===== src/rtl/memory_access_unit.sv =====
// memory_access_unit: MA stage of the SimpleRISC pipeline.
// Issues ld/st over a req/ready + rvalid handshake and fills the MA/RW latch.
module memory_access_unit #(
    parameter int DATA_W   = 32,
    parameter int MAX_WAIT = 255
) (
    input  logic              clk,
    input  logic              rst,
    input  logic              in_valid,
    input  logic              isLd,
    input  logic              isSt,
    input  logic              isWb,
    input  logic              isCall,
    input  logic [3:0]        rd,
    input  logic [DATA_W-1:0] aluResult,
    input  logic [DATA_W-1:0] op2,
    input  logic [DATA_W-1:0] pc,
    output logic              stall,
    output logic              mem_req,
    output logic              mem_we,
    output logic [DATA_W-1:0] mem_addr,
    output logic [DATA_W-1:0] mem_wdata,
    input  logic              mem_ready,
    input  logic [DATA_W-1:0] mem_rdata,
    input  logic              mem_rvalid,
    output logic              out_valid,
    output logic              out_isWb,
    output logic              out_isLd,
    output logic              out_isCall,
    output logic [3:0]        out_rd,
    output logic [DATA_W-1:0] out_aluResult,
    output logic [DATA_W-1:0] out_ldResult,
    output logic [DATA_W-1:0] out_pc,
    output logic              err
);

    typedef enum logic [1:0] {
        IDLE = 2'd0,
        REQ  = 2'd1,
        WAIT = 2'd2
    } state_t;

    localparam logic [7:0] WAIT_LIM = 8'(MAX_WAIT);

    state_t            state;
    state_t            state_nx;
    logic [7:0]        wait_cnt;
    logic              lat_wb;
    logic              lat_call;
    logic [3:0]        lat_rd;
    logic [DATA_W-1:0] lat_pc;

    logic fault;
    logic acc_plain;
    logic acc_fault;
    logic acc_mem;
    logic fin_mem;
    logic timeout;

    assign stall   = (state != IDLE);
    assign mem_req = (state == REQ);

    always_ff @(posedge clk) begin
        if (rst) state <= IDLE;
        else     state <= state_nx;
    end

    always_comb begin
        state_nx  = state;
        acc_plain = 1'b0;
        acc_fault = 1'b0;
        acc_mem   = 1'b0;
        fin_mem   = 1'b0;
        timeout   = 1'b0;
        fault     = (isLd & isSt) |
                    ((isLd | isSt) & (aluResult[1:0] != 2'b00));
        unique case (state)
            IDLE: begin
                if (in_valid) begin
                    if (fault) begin
                        acc_fault = 1'b1;
                    end else if (isLd | isSt) begin
                        acc_mem  = 1'b1;
                        state_nx = REQ;
                    end else begin
                        acc_plain = 1'b1;
                    end
                end
            end
            REQ: begin
                if (mem_ready) begin
                    // a load whose data arrives with the accept skips WAIT
                    if (mem_we || mem_rvalid) begin
                        fin_mem  = 1'b1;
                        state_nx = IDLE;
                    end else begin
                        state_nx = WAIT;
                    end
                end
            end
            WAIT: begin
                if (mem_rvalid) begin
                    fin_mem  = 1'b1;
                    state_nx = IDLE;
                end else if (wait_cnt == WAIT_LIM) begin
                    timeout  = 1'b1;
                    state_nx = IDLE;
                end
            end
            default: state_nx = IDLE;
        endcase
    end

    always_ff @(posedge clk) begin
        if (rst) begin
            wait_cnt      <= '0;
            lat_wb        <= 1'b0;
            lat_call      <= 1'b0;
            lat_rd        <= '0;
            lat_pc        <= '0;
            mem_we        <= 1'b0;
            mem_addr      <= '0;
            mem_wdata     <= '0;
            out_valid     <= 1'b0;
            err           <= 1'b0;
            out_isWb      <= 1'b0;
            out_isLd      <= 1'b0;
            out_isCall    <= 1'b0;
            out_rd        <= '0;
            out_aluResult <= '0;
            out_ldResult  <= '0;
            out_pc        <= '0;
        end else begin
            out_valid <= 1'b0;
            err       <= 1'b0;
            if (state == REQ)       wait_cnt <= '0;
            else if (state == WAIT) wait_cnt <= wait_cnt + 8'd1;
            if (acc_mem) begin
                mem_we    <= isSt;
                mem_addr  <= aluResult;
                mem_wdata <= op2;
                lat_wb    <= isWb;
                lat_call  <= isCall;
                lat_rd    <= rd;
                lat_pc    <= pc;
            end
            if (acc_plain || acc_fault) begin
                out_valid     <= 1'b1;
                err           <= acc_fault;
                out_isWb      <= isWb & ~acc_fault;
                out_isLd      <= isLd & ~acc_fault;
                out_isCall    <= isCall;
                out_rd        <= rd;
                out_aluResult <= aluResult;
                out_ldResult  <= '0;
                out_pc        <= pc;
            end
            if (fin_mem || timeout) begin
                out_valid     <= 1'b1;
                err           <= timeout;
                out_isWb      <= lat_wb & ~timeout;
                out_isLd      <= ~mem_we;
                out_isCall    <= lat_call;
                out_rd        <= lat_rd;
                out_aluResult <= mem_addr;
                out_ldResult  <= (fin_mem && !mem_we) ? mem_rdata : '0;
                out_pc        <= lat_pc;
            end
        end
    end

endmodule


===== config.mk =====
export PLATFORM = sky130hd
export DESIGN_NAME = memory_access_unit
export DESIGN_NICKNAME = d
export VERILOG_FILES = /design/src/rtl/memory_access_unit.sv
export SDC_FILE = /design/constraint.sdc
export NUM_CORES = 1
export LEC_CHECK = 0
export CAP_MARGIN = 20
export CORE_UTILIZATION = 41
export DETAILED_ROUTE_END_ITERATION = 12
export PLACE_DENSITY = 0.77
export SLEW_MARGIN = 20
export SYNTH_ARGS = -nofsm -noshare
export SYNTH_HDL_FRONTEND = slang
export SYNTH_SLANG_ARGS = --single-unit

===== constraint.sdc =====
create_clock -name clk -period 1.9 [get_ports clk]
set_clock_uncertainty 0.15 [all_clocks]
set_input_delay 0.19 -clock clk [delete_from_list [all_inputs] [get_ports clk]]
set_output_delay 0.19 -clock clk [all_outputs]
set_load 0.005 [all_outputs]

; Word level (Yosys, flattened, before mapping)
; Index checks and enable logic that the tools add are counted.
[word_totals]
reg_bits = 218
latch_bits = 0
ramBits = 0
rom_bits = 0
word_cells = 93
memories = 0
[classes]
addsub = 1
n_mul = 0
div = 0
n_lt_le_gt_ge = 0
eq_ne = 8
shift = 0
muxes = 45
bitwise = 10
reduce_logical = 11
[ops]
columns = operator, n
row1 = 32-bit two-way mux, 7
row2 = 1-bit two-way mux, 27
row3 = 2-bit two-way mux, 7
row4 = "8-bit by 1-bit adder with 8-bit output, second input constant", 1
row5 = "8-bit equality test, second input constant", 1
row6 = 4-bit two-way mux, 2
row7 = "2-bit inequality test, second input constant", 3
row8 = 2-bit one-hot mux with 3 select lines, 1
row9 = 2-bit nonzero test, 3
row10 = 1-bit AND, 5
row11 = 5-bit AND reduction, 1
row12 = 1-bit logical OR, 3
row13 = "3-bit inequality test, second input constant", 1
row14 = 1-bit inverter, 3
row15 = "2-bit by 1-bit equality test with 1-bit output, second input constant", 1
row16 = "2-bit equality test, second input constant", 1
row17 = 2-bit logical NOT, 1
row18 = "2-bit by 1-bit inequality test with 1-bit output, second input constant", 1
row19 = 1-bit OR, 2
row20 = 1-bit one-hot mux with 2 select lines, 1
row21 = 2-bit OR reduction, 1
row22 = 1-bit logical AND, 1
row23 = 1-bit logical NOT, 1

; Logic depth before layout (Yosys ltp)
[depth]
depth_word = 10
ltp_mapped = 9

; Worst setup path before layout
; No wires, ideal clock.
[synth_timing]
path_kind = reg-to-reg
start = reg state[0]
end = reg out_aluResult[29]
setup_ns = 0.088
arrival_time_ns = 1.747
required_ns = 1.662
path_slack_ns = -0.085
path_stages_with_launch = 10
n_path_buf = 3
path_cell_list = dfxtp_1 inv_1 ha_1 buf_4 a21oi_1 o21a_1 buf_4 clkbuf_1 a21oi_1 a311oi_2
[synth_via]
elab_chain_len = 4
word_cells_on_any_way = 11
cone_classes = eq/ne (2) / mux (5) / reduce/logical (4)
[synth_rtl]
columns = item, line
row1 = start: declaration, 45  ; state_t state;
row2 = start signal: assignment, 65  ; else state <= state_nx;
row3 = "2-bit equality test, or another cell as far along", 77  ; unique case (state)
row4 = 1-bit one-hot mux with 2 select lines or 1-bit two-way mux (tied branches), 77
row5 = 1-bit logical OR (on tied branches), "158, 147"
row6 = 32-bit two-way mux or 2-bit nonzero test (tied branches), n/a
row7 = end signal: assignment, 154  ; out_aluResult <= aluResult;
row8 = end signal: assignment, 165  ; out_aluResult <= mem_addr;
row9 = end: declaration, 31  ; output logic [DATA_W-1:0] out_aluResult,
; Parallel ways exist; a longest one is shown, timed or not.
; A chain may end at the register's enable or synchronous reset.

; Final worst setup path
[layout_timing]
start = reg state[1]
end = reg out_ldResult[21]
[layout_via]
elab_chain_len = 5
word_cells_on_any_way = 13
cone_classes = eq/ne (2) / mux (6) / reduce/logical (5)
[layout_rtl]
columns = item, line
row1 = 2-bit equality test or 2-bit by 1-bit equality test with 1-bit output (tied branches), 77
row2 = 1-bit one-hot mux with 2 select lines, 77
row3 = 1-bit logical AND, 166  ; out_ldResult <= (fin_mem && !mem_we) ? mem_rdata : '0;
row4 = 32-bit two-way mux, 166
row5 = 32-bit two-way mux, 158  ; if (fin_mem || timeout) begin
row6 = end signal: assignment, 166
row7 = end: declaration, 32  ; output logic [DATA_W-1:0] out_ldResult,
; Parallel ways exist; a longest one is shown, timed or not.

==> flow_summary.yaml <==
sta:
  rsz0062_at_grt: "true"
  whs_ps: 81.2
  final.min_clock_period_ps: 1960
  slew_violations: 0
  fin_crit_sh_pct: 103
  maxSlewHeadroom_pct: 68.3
  finalSetupViolations: 83
  layout_setup_ws_ps: -58.3
  hold_violations: 0
  setup-tns-final_ps: -2640
  tightestPinTransition_ps: 476
  fmax_mhz: 511
drt:
  dr_total_vias: 8546
  wl_um: 29600
  antenna_left: 0
  viasPerCell: 5.32
  wire_per_inst_um: 18.4
  drt_iter0_markers: 363
  dr.pass1.iters: 5
  drc: 0
yosys:
  synth-simple-area-share_pct: 17.1
  synth-edff-count: 0
  synth.largest_area_cell: "dfxtp_1"
  yosysUniqueCellTypes: 37
  yosysWarnings: 0
  yosys.area_share.xor_xnor_pct: 0.686
  synthMuxAreaShare_pct: 0.114
  synth_top_area_share_pct: 49.8
  synth_area_leaders: "dfxtp_1 (50%), nand2_1 (15%), a311oi_2 (12%)"
  synthesis.nets: 1139
  synth_ff_type: "dfxtp_1"
  syn_area_sq_mm: 0.00875
  async_reset_ff_share_pct: 0
  synth-adder-area-share_pct: 0.572
  ys_seq_area_share_pct: 49.8
  synth_compound_area_share_pct: 26.3
  netlist_instances: 994
  synth_top_family_by_area: "compound AO/OA/AOI/OAI gates"
  syn_area_per_cell_sq_um: 8.81
  synth-seq-cells: 218
die:
  dieArea_sq_mm: 0.0219
  start_util_pct: 41.8
  coreArea_sq_mm: 0.0210
  pin_count: 313
  rows: 53
  die_y_um: 148
  die_w_um: 148
place:
  place.gp.congestion: 0.786
  portBuffers: 312
  place_area_sq_mm: 0.0124
  hpwl_um: 18100
worst_setup_path:
  cp.required_ps: 2140
  critPathLaunchType: "flip-flop"
  crit_type: "reg2reg"
  arrival_ps: 2200
  cp_max_fo: 16
  end_kind: "flip-flop"
status:
  run_status: "complete, but fails checks"
  violations: "negative setup slack"
cells_and_area:
  fin_util_pct: 65.6
  drive_gt1_share_pct: 17.1
  nets: 1462
  area_growth_pct: 57.0
  antenna_cells: 0
  final_cell_mix: "nand2_1 (345), clkdlybuf4s50_1 (308), dfxtp_1 (215)"
  fillCellCount: 1679
  stdcell_area_sq_mm: 0.0137
  layout_commonest_cell: "nand2_1"
pwr:
  ir_worst_vdd_uv: 572
  power_w: 0.0119
  powerDensity_mw_per_mm2: 867
  p_leak_nw: 4.94
global_route:
  grt_max_degree: 83
  grt_pass1_wl_um: 44700
  overflow: 0
  grt_antenna_before_repair: 0
  track_usage_pct: 25.1
  grt_pass1_vias: 8488
clock_tree:
  cts_sinks: 218
  path_clk_slew_ps: 70
  root_buffer: "clkbuf_16"
  clk_latency_ps: 500
  cts_max_path_buffers: 3
  cts_tree: "built"
  numCtsBuffers: 23
  htreeDepth: 1
hold_path:
  hold_class: "in2reg"
run:
  max-cap-violations: 0
==> through the flow <==
step | cells | setup slack, ps
6_report | 1607 | -58.3
3_3_place_gp | 1543 | -268
5_1_grt | 1607 | -137
4_1_cts | 1597 | -57.0
2_1_floorplan | 994 | 2.52
3_5_place_dp | 1543 | -288
==> synthesized netlist by cell type, drive strengths merged, types with 2 or more instances <==
cell    number
nand2      346
dfxtp      218
a21oi      178
a311oi      69
clkbuf      52
buf         37
a22o        32
nand4        9
nor2         9
xor2         5
ha           4
inv          4
o21ai        4
or3          4
and3         3
a21o         2
a31oi        2
nand3        2
==> critical path, stage by stage, from the launching register on <==
cell     delay [ps]
dfxtp_4         380
inv_4            50
ha_4            260
nand2_2          50
o21a_2          220
buf_12          150
and4_4          230
buf_16          160
a22o_1          190
==> logic make-up (layout without fill, tap and decap cells) <==
logic type	after synthesis	after routing
xor+xnor	6	6
mux	1	1
buf+inv	93	430
simple gates	380	381
flops	218	218
compound gates	292	292
fa+ha+maj	4	4
==> sequential cells by signal, indices dropped and copies added, names as in the netlist, 2 cells and up <==
name,count
lat_rd,4
mem_addr,32
out_ldResult,32
out_pc,32
lat_pc,32
out_rd,4
mem_wdata,32
out_aluResult,32
state,2
wait_cnt,8
==> final cells by class <==
class | count | area (sq um) | share of cell area (%)
clock inverter | 6 | 57.6 | 0.419
multi-input combinational | 684 | 4070 | 29.6
inverter | 4 | 20.0 | 0.146
tap | 275 | 344 | 2.50
sequential | 218 | 4370 | 31.8
timing repair buffer | 386 | 4160 | 30.3
clock buffer | 34 | 717 | 5.22
==> power by group <==
| part | switching [W] | internal, W | leakage (nW) |
|---|---|---|---|
| clock | 0.00184 | 0.00273 | 0.386 |
| combinational | 0.00107 | 0.00126 | 2.78 |
| sequential | 0.000166 | 0.00484 | 1.77 |
==> layer usage <==
metal / up-vias / wire length (um) / global-route usage (%)
li1: 4092 / - / -
met5: - / 0 / 0
met1: 4036 / 11800 / 30.7
met3: 58 / 2690 / 6.72
met4: 0 / 660 / 6.29
met2: 360 / 14500 / 43.6
==> worst paths after layout <==
check / slack, ps / startpoint / to / depth (start not counted)
worst max-delay path: -60 / state[1] / out_ldResult[21] / 8
worst min-delay path: 80 / op2[15] / mem_wdata[15] / 3
worst max register to register: -60 / state[1] / out_ldResult[21] / 8
worst min register to register: 300 / mem_wdata[26] / mem_wdata[26] / 2
==> repair_timing <==
| action | 4_1_cts | 5_1_grt |
|---|---|---|
| pin swaps | 5 | 12 |
| gates cloned | 4 | 10 |
| gates resized for setup | 51 | 13 |
| hold buffers | 1 | 0 |
| buffers inserted | 9 | 0 |
| endpoints found under the hold margin | 11 | 0 |
| setup endpoints to repair | 144 | 129 |
Note: power is estimated with default switching activity, not from simulation.
